<file path="config.mk">
export PLATFORM = sky130hd
export DESIGN_NAME = sdram_arbiter
export DESIGN_NICKNAME = d
export VERILOG_FILES = /design/src/rtl/sdram_arbiter.sv
export SDC_FILE = /design/constraint.sdc
export NUM_CORES = 1
export LEC_CHECK = 0
export CAP_MARGIN = 20
export CORE_MARGIN = 3
export CORE_UTILIZATION = 36
export DETAILED_ROUTE_END_ITERATION = 10
export PLACE_DENSITY = 0.83
export REMOVE_ABC_BUFFERS = 1
export SLEW_MARGIN = 0
export SYNTH_ARGS = -nofsm -noshare
export SYNTH_HDL_FRONTEND = slang
export SYNTH_SLANG_ARGS = --single-unit
</file>
<file path="constraint.sdc">
create_clock -name F14M -period 1.8 [get_ports F14M]
set_input_delay 0.45 -clock F14M [delete_from_list [all_inputs] [get_ports F14M]]
set_output_delay 0.45 -clock F14M [all_outputs]
set_load 0.03 [all_outputs]
</file>
<file path="src/rtl/sdram_arbiter.sv">
// Purpose: shares the byte-wide SDRAM port between download, video fetch and CPU; VIDEO_PRIO_EN gives video strict priority over CPU.
// Latency: grant at E0, strobes held SLOT_CYCLES cycles, dout and ack at E0+SLOT_CYCLES, next grant no earlier than E0+SLOT_CYCLES+2.
// Backpressure: level requests are held until the one-cycle ack; non-eligible requests are ignored, not queued.
module sdram_arbiter #(
  parameter int AW          = 25,
  parameter int SLOT_CYCLES = 2
) (
  input  logic          F14M,
  input  logic          RESET_n,
  input  logic          dl_active,
  input  logic          dl_req,
  input  logic [AW-1:0] dl_addr,
  input  logic [7:0]    dl_din,
  output logic          dl_ack,
  input  logic          vid_req,
  input  logic [AW-1:0] vid_addr,
  output logic          vid_ack,
  output logic [7:0]    vid_dout,
  input  logic          cpu_req,
  input  logic          cpu_we,
  input  logic [AW-1:0] cpu_addr,
  input  logic [7:0]    cpu_din,
  output logic          cpu_ack,
  output logic [7:0]    cpu_dout,
  output logic [AW-1:0] sd_addr,
  output logic [7:0]    sd_din,
  output logic          sd_we,
  output logic          sd_oe,
  input  logic [7:0]    sd_dout,
  output logic          busy
);

  typedef enum logic [1:0] {IDLE, ACCESS, DONE} state_t;
  typedef enum logic [1:0] {OWN_DL, OWN_VID, OWN_CPU} owner_t;

  localparam logic [3:0] SLOT_LAST = 4'(SLOT_CYCLES - 1);

  state_t     state;
  owner_t     owner;
  logic [3:0] slot_cnt;
  logic       grant_dl;
  logic       grant_vid;
  logic       grant_cpu;

`ifndef VIDEO_PRIO_EN
  logic       rr_cpu_last;
`endif

  always_comb begin
    grant_dl  = 1'b0;
    grant_vid = 1'b0;
    grant_cpu = 1'b0;
    if (dl_active) begin
      grant_dl = dl_req;
    end else begin
`ifdef VIDEO_PRIO_EN
      if (vid_req)      grant_vid = 1'b1;
      else if (cpu_req) grant_cpu = 1'b1;
`else
      // On a tie the requester that was not served last wins
      if (vid_req && cpu_req) begin
        grant_vid = rr_cpu_last;
        grant_cpu = !rr_cpu_last;
      end else begin
        grant_vid = vid_req;
        grant_cpu = cpu_req;
      end
`endif
    end
  end

`ifndef VIDEO_PRIO_EN
  always_ff @(posedge F14M or negedge RESET_n) begin
    if (!RESET_n) begin
      rr_cpu_last <= 1'b1;
    end else if (state == IDLE) begin
      if (grant_vid)      rr_cpu_last <= 1'b0;
      else if (grant_cpu) rr_cpu_last <= 1'b1;
    end
  end
`endif

  always_ff @(posedge F14M or negedge RESET_n) begin
    if (!RESET_n) begin
      state    <= IDLE;
      owner    <= OWN_DL;
      slot_cnt <= '0;
      sd_addr  <= '0;
      sd_din   <= '0;
      sd_we    <= 1'b0;
      sd_oe    <= 1'b0;
      busy     <= 1'b0;
      dl_ack   <= 1'b0;
      vid_ack  <= 1'b0;
      cpu_ack  <= 1'b0;
      vid_dout <= '0;
      cpu_dout <= '0;
    end else begin
      dl_ack  <= 1'b0;
      vid_ack <= 1'b0;
      cpu_ack <= 1'b0;
      case (state)
        IDLE: begin
          slot_cnt <= '0;
          if (grant_dl || grant_vid || grant_cpu) begin
            state <= ACCESS;
            busy  <= 1'b1;
          end
          if (grant_dl) begin
            owner   <= OWN_DL;
            sd_addr <= dl_addr;
            sd_din  <= dl_din;
            sd_we   <= 1'b1;
          end else if (grant_vid) begin
            owner   <= OWN_VID;
            sd_addr <= vid_addr;
            sd_oe   <= 1'b1;
          end else if (grant_cpu) begin
            owner   <= OWN_CPU;
            sd_addr <= cpu_addr;
            if (cpu_we) sd_din <= cpu_din;
            sd_we   <= cpu_we;
            sd_oe   <= !cpu_we;
          end
        end
        ACCESS: begin
          if (slot_cnt == SLOT_LAST) begin
            sd_we <= 1'b0;
            sd_oe <= 1'b0;
            state <= DONE;
            // sd_oe still high here marks the access as a read
            case (owner)
              OWN_DL:  dl_ack <= 1'b1;
              OWN_VID: begin
                vid_ack <= 1'b1;
                if (sd_oe) vid_dout <= sd_dout;
              end
              OWN_CPU: begin
                cpu_ack <= 1'b1;
                if (sd_oe) cpu_dout <= sd_dout;
              end
              default: ;
            endcase
          end else begin
            slot_cnt <= slot_cnt + 4'd1;
          end
        end
        DONE: begin
          busy  <= 1'b0;
          state <= IDLE;
        end
        default: state <= IDLE;
      endcase
    end
  end

endmodule

</file>
Word level (Yosys, flattened, before mapping)

Index checks and enable logic that the tools add are counted.

$add $sub $neg: 1
Reduce and logical (&&, ||, !) cells: 23
Eq/ne operators: 13
Mux-type cells: 42

Operator list:

| kind                                                                    | number |
|---|---|
| 25-bit two-way mux                                                      | 3 |
| 8-bit two-way mux                                                       | 4 |
| 1-bit two-way mux                                                       | 24 |
| 4-bit AND reduction                                                     | 5 |
| 2-bit two-way mux                                                       | 5 |
| 2-bit AND reduction                                                     | 5 |
| 2-bit nonzero test                                                      | 5 |
| 3-bit inequality test, second input constant                            | 3 |
| 2-bit inequality test, second input constant                            | 4 |
| 4-bit case mux with 2 select lines                                      | 1 |
| 1-bit case mux with 2 select lines                                      | 3 |
| 4-bit by 1-bit adder with 4-bit output, second input constant           | 1 |
| 2-bit by 1-bit == test with 1-bit output, second input constant         | 2 |
| 2-bit == test, second input constant                                    | 2 |
| 4-bit by 1-bit == test with 1-bit output, second input constant         | 1 |
| 2-bit zero test                                                         | 2 |
| 4-bit two-way mux                                                       | 1 |
| 2-bit case mux with 2 select lines                                      | 1 |
| 3-bit nonzero test                                                      | 1 |
| 1-bit zero test                                                         | 2 |
| 1-bit logical OR                                                        | 2 |
| 2-bit by 1-bit inequality test with 1-bit output, second input constant | 1 |
| 1-bit logical AND                                                       | 1 |

Register bits after elaboration: 64
Input port bits: 106
Logic and storage cells: 93

Longest topological paths before layout

Depth after elaboration: 7
Depth in mapped cells: 7

Worst setup path before layout

No wires, ideal clock.

Path kind: flip-flop to flip-flop
Start point: register slot_cnt[1]
End point: register cpu_dout[0]
Arrival: 1.731 ns
Cell stages (with the launch flop): 7
Library setup time: 0.125 ns
Path slack: -0.056 ns
Cell sequence: dfrtp_1 -> inv_1 -> ha_1 -> nor3b_4 -> nand3_4 -> nor3_4 -> mux2_2

Longest elaborated chain between the ends: 2

Ends and longest elaborated chain:

| item                                     | RTL line | text |
|---|---|---|
| start: declaration                       | 40       | `logic [3:0] slot_cnt;` |
| start signal: assignment                 | 145      | `slot_cnt <= slot_cnt + 4'd1;` |
| 4-bit by 1-bit == test with 1-bit output | 127      | `if (slot_cnt == SLOT_LAST) begin` |
| 4-bit AND reduction (no line)            | n/a      |  |
| end signal: assignment                   | 140      | `if (sd_oe) cpu_dout <= sd_dout;` |
| end: declaration                         | 24       | `output logic [7:0] cpu_dout,` |

No other way between the ends.
A chain may end at the register's enable or synchronous reset.

Worst setup path after layout

Start point: register slot_cnt[1]
End point: register cpu_dout[7]

The elaborated chain is that of the path after synthesis.

==> flow_metrics.env <==
export IMPL_synth_area_um2=3070
export IMPL_grt_pass1_vias=2976
export IMPL_avgSynthCellArea_um2=11.4
export IMPL_vias=2846
export IMPL_cts_sinks=64
export IMPL_maxSlewViolCount=0
export IMPL_peakVddDrop_v=0.000749
export IMPL_p_switching_mw=3.38
export IMPL_grt_pass1_wl_um=14900
export IMPL_path_class="reg2reg"
export IMPL_cts_tree="yes"
export IMPL_fin_skew_ns=0.00705
export IMPL_timing_final_crit_share=0.990
export IMPL_final_setup_tns_ns=0
export IMPL_ys_types=35
export IMPL_routedWlPerCell_um=16.5
export IMPL_cts_root_buf="clkbuf_8"
export IMPL_clock_latency_ns=0.34
export IMPL_ant_nets=0
export IMPL_synth_ff_type="dfrtp_1"
export IMPL_clkPwrFrac=0.175
export IMPL_p_total_mw=8.05
export IMPL_fillers=669
export IMPL_synth_edf_count=0
export IMPL_synth_area_leader_cell="dfrtp_1"
export IMPL_p_leak_nw=2.39
export IMPL_io_pin_count=161
export IMPL_routed_wl_um=9290
export IMPL_ys_warn_count=0
export IMPL_dp_hpwl_um=7100
export IMPL_initial_utilization=0.372
export IMPL_worstPathRequired_ns=2.03
export IMPL_worst_slew_pin_slew_ns=0.517
export IMPL_synth_top_area_frac=0.513
export IMPL_die_h_um=98.4
export IMPL_status="completed"
export IMPL_n_antenna_cell=0
export IMPL_gp_congestion=0.868
export IMPL_cpPeakStageDelay_ns=0.39
export IMPL_fin_cells=564
export IMPL_antenna_found_initial=0
export IMPL_rsz0062_at_grt="yes"
export IMPL_finalHoldViolCount=0
export IMPL_synthTopCellsByArea="dfrtp_1 (51%), mux2_2 (8.8%), a21oi_1 (6.7%), mux2i_1 (3.9%), mux2_4 (3.9%)"
export IMPL_dieWidth_um=98.4
export IMPL_drv_cap=0
export IMPL_ys_ff_latch=64
export IMPL_placedCellCount=546
export IMPL_path_cells="inv_2 -> ha_4 -> nor3b_4 -> nand3_4 -> nor3_4 -> buf_12 -> mux2_4"
export IMPL_drive_above_1_share=0.198
export IMPL_max_freq_mhz=561
export IMPL_power_frac_seq=0.309
export IMPL_grt_remaining_overflow=0
export IMPL_cellPowerDensity_nw_per_um2=1540
export IMPL_grt_use_total=0.194
export IMPL_final_nets=562
export IMPL_dr_pass1_iters=5
export IMPL_netlist_instances=269
export IMPL_start_kind="flop"
export IMPL_numPortBuffers=160
export IMPL_synthTopCellsByCount="dfrtp_1 (63), a21oi_1 (41), mux2_2 (24), nor2_1 (18)"
export IMPL_grt_max_degree=27
export IMPL_cp_slowest_cell="dfrtp_1"
export IMPL_seq_area_frac_synth=0.522
export IMPL_area_growth_syn_to_layout_pct=70.5
export IMPL_p_int_mw=4.68
export IMPL_coreArea_um2=8260
export IMPL_path_clk_slew_ns=0.07
export IMPL_reg2reg_from="slot_cnt[1]$_DFFE_PN0P_"
export IMPL_finalSetupViolCount=0
export IMPL_async_flop_share=1.00
export IMPL_h_tree_depth=3
export IMPL_slew_headroom=0.655
export IMPL_hold_buffers=0
export IMPL_min_path_type="in2async"
export IMPL_fin_crit_ns=1.78
export IMPL_fp_dieArea_um2=9680
export IMPL_numCtsBuffers=9
export IMPL_row_count=33
export IMPL_crit_fanout=8
export IMPL_synth_most_common_cell="dfrtp_1"
export IMPL_clockBufferDepth=2
export IMPL_post_drt_via_cell_ratio=5.05
export IMPL_cp_startpoint="slot_cnt[1]$_DFFE_PN0P_"
export IMPL_crit_path_end_kind="flop"
export IMPL_pwr_share_comb=0.515
export IMPL_worstPathArrival_ns=2.01
export IMPL_p_sw_frac=0.419
export IMPL_drc=0
export IMPL_drtIter0Drc=138
final timing paths:
path / end / slack [ns] / depth (start not counted)
worst max register to register: cpu_dout[7]$_DFFE_PN0P_ / 0.02 / 7
max in group asynchronous: sd_addr[1]$_DFFE_PN0P_ / 1.21 / 2
worst min-delay path: sd_we$_DFFE_PN0P_ / 0.08 / 1
worst min register to register: sd_addr[7]$_DFFE_PN0P_ / 0.49 / 2
worst max-delay path: cpu_dout[7]$_DFFE_PN0P_ / 0.02 / 7
min in group F14M: sd_addr[7]$_DFFE_PN0P_ / 0.49 / 2
per-layer routing:
metal,track usage,vias to the layer above,share of wire
li1,-,1356,-
met4,0.0441,0,0.0050
met3,0.0686,5,0.079
met5,0,-,0
met1,0.235,1369,0.40
met2,0.331,116,0.51
cells in the final DEF, fill, tap and decap left out, types with 7 or more instances in the layout:
master / n
clkdlybuf4s50_1: 103
dfrtp_1: 63
dlygate4sd2_1: 55
a21oi_1: 41
buf_4: 22
nor2_1: 18
mux2_2: 16
mux2_4: 16
a22oi_1: 14
o21ai_0: 14
and3_1: 13
mux2i_1: 12
clkbuf_8: 10
buf_12: 7
logic make-up after synthesis:
kind of cell,after synthesis,share of synthesized area
AO/OA/AOI/OAI,82,0.158
buffers and inverters,21,0.0342
multiplexers,44,0.166
flip-flops,64,0.522
AND/OR/NAND/NOR,56,0.112
adder cells (fa/ha/maj),2,0.00814
critical path, delay by kind of cell (launching register included):
| family | cells | cell delay (ns) |
|---|---|---|
| adder cells (fa/ha/maj) | 1 | 0.12 |
| buffers and inverters | 2 | 0.25 |
| flip-flops | 1 | 0.39 |
| multiplexers | 1 | 0.30 |
| AND/OR/NAND/NOR | 3 | 0.61 |
sequential cells by signal, indices dropped and copies added (netlist names):
signal / flops
sd_we: 1
busy: 1
cpu_dout: 8
sd_din: 8
sd_addr: 25
owner: 2
slot_cnt: 4
vid_ack: 1
cpu_ack: 1
sd_oe: 1
vid_dout: 8
state: 2
rr_cpu_last: 1
dl_ack: 1
repair_timing:
| action | in CTS | in global routing |
|---|---|---|
| resized for setup | 55 | 15 |
| pin swaps | 1 | 2 |
| endpoints found under the setup margin | 63 | 31 |
| buffers inserted | 0 | 2 |
stage by stage:
step | util | area (µm²) | setup slack [ns] | hold slack, ns
5_1_grt | 0.634 | 5240 | -0.0615 | 0.0808
3_3_place_gp | 0.607 | 5010 | -0.273 | 0.443
6_report | 0.634 | 5240 | 0.0183 | 0.0813
4_1_cts | 0.626 | 5170 | 0.0137 | 0.0768
2_1_floorplan | - | 2990 | -0.352 | 0.154
3_5_place_dp | 0.607 | 5010 | -0.344 | 0.453
final cells by class:
| cell class | count | area (µm²) | share of cell area |
|---|---|---|---|
| clock inverter | 6 | 91.3 | 0.0174 |
| timing repair buffer | 190 | 1850 | 0.353 |
| inverter | 5 | 18.8 | 0.00358 |
| tap | 105 | 131 | 0.0251 |
| sequential | 64 | 1600 | 0.306 |
| multi-input combinational | 184 | 1410 | 0.269 |
| clock buffer | 10 | 138 | 0.0263 |
power groups by stage:
stage                     sequential, mW  clock [mW]  combinational [mW]
after floorplan                     3.65           0                1.26
after global placement              2.49           0                4.39
after detailed placement            2.52           0                4.51
after CTS                           2.48        1.45                4.11
after global routing                2.56        1.53                4.47
final                               2.49        1.41                4.15
Note: power is estimated with default switching activity, not from simulation.
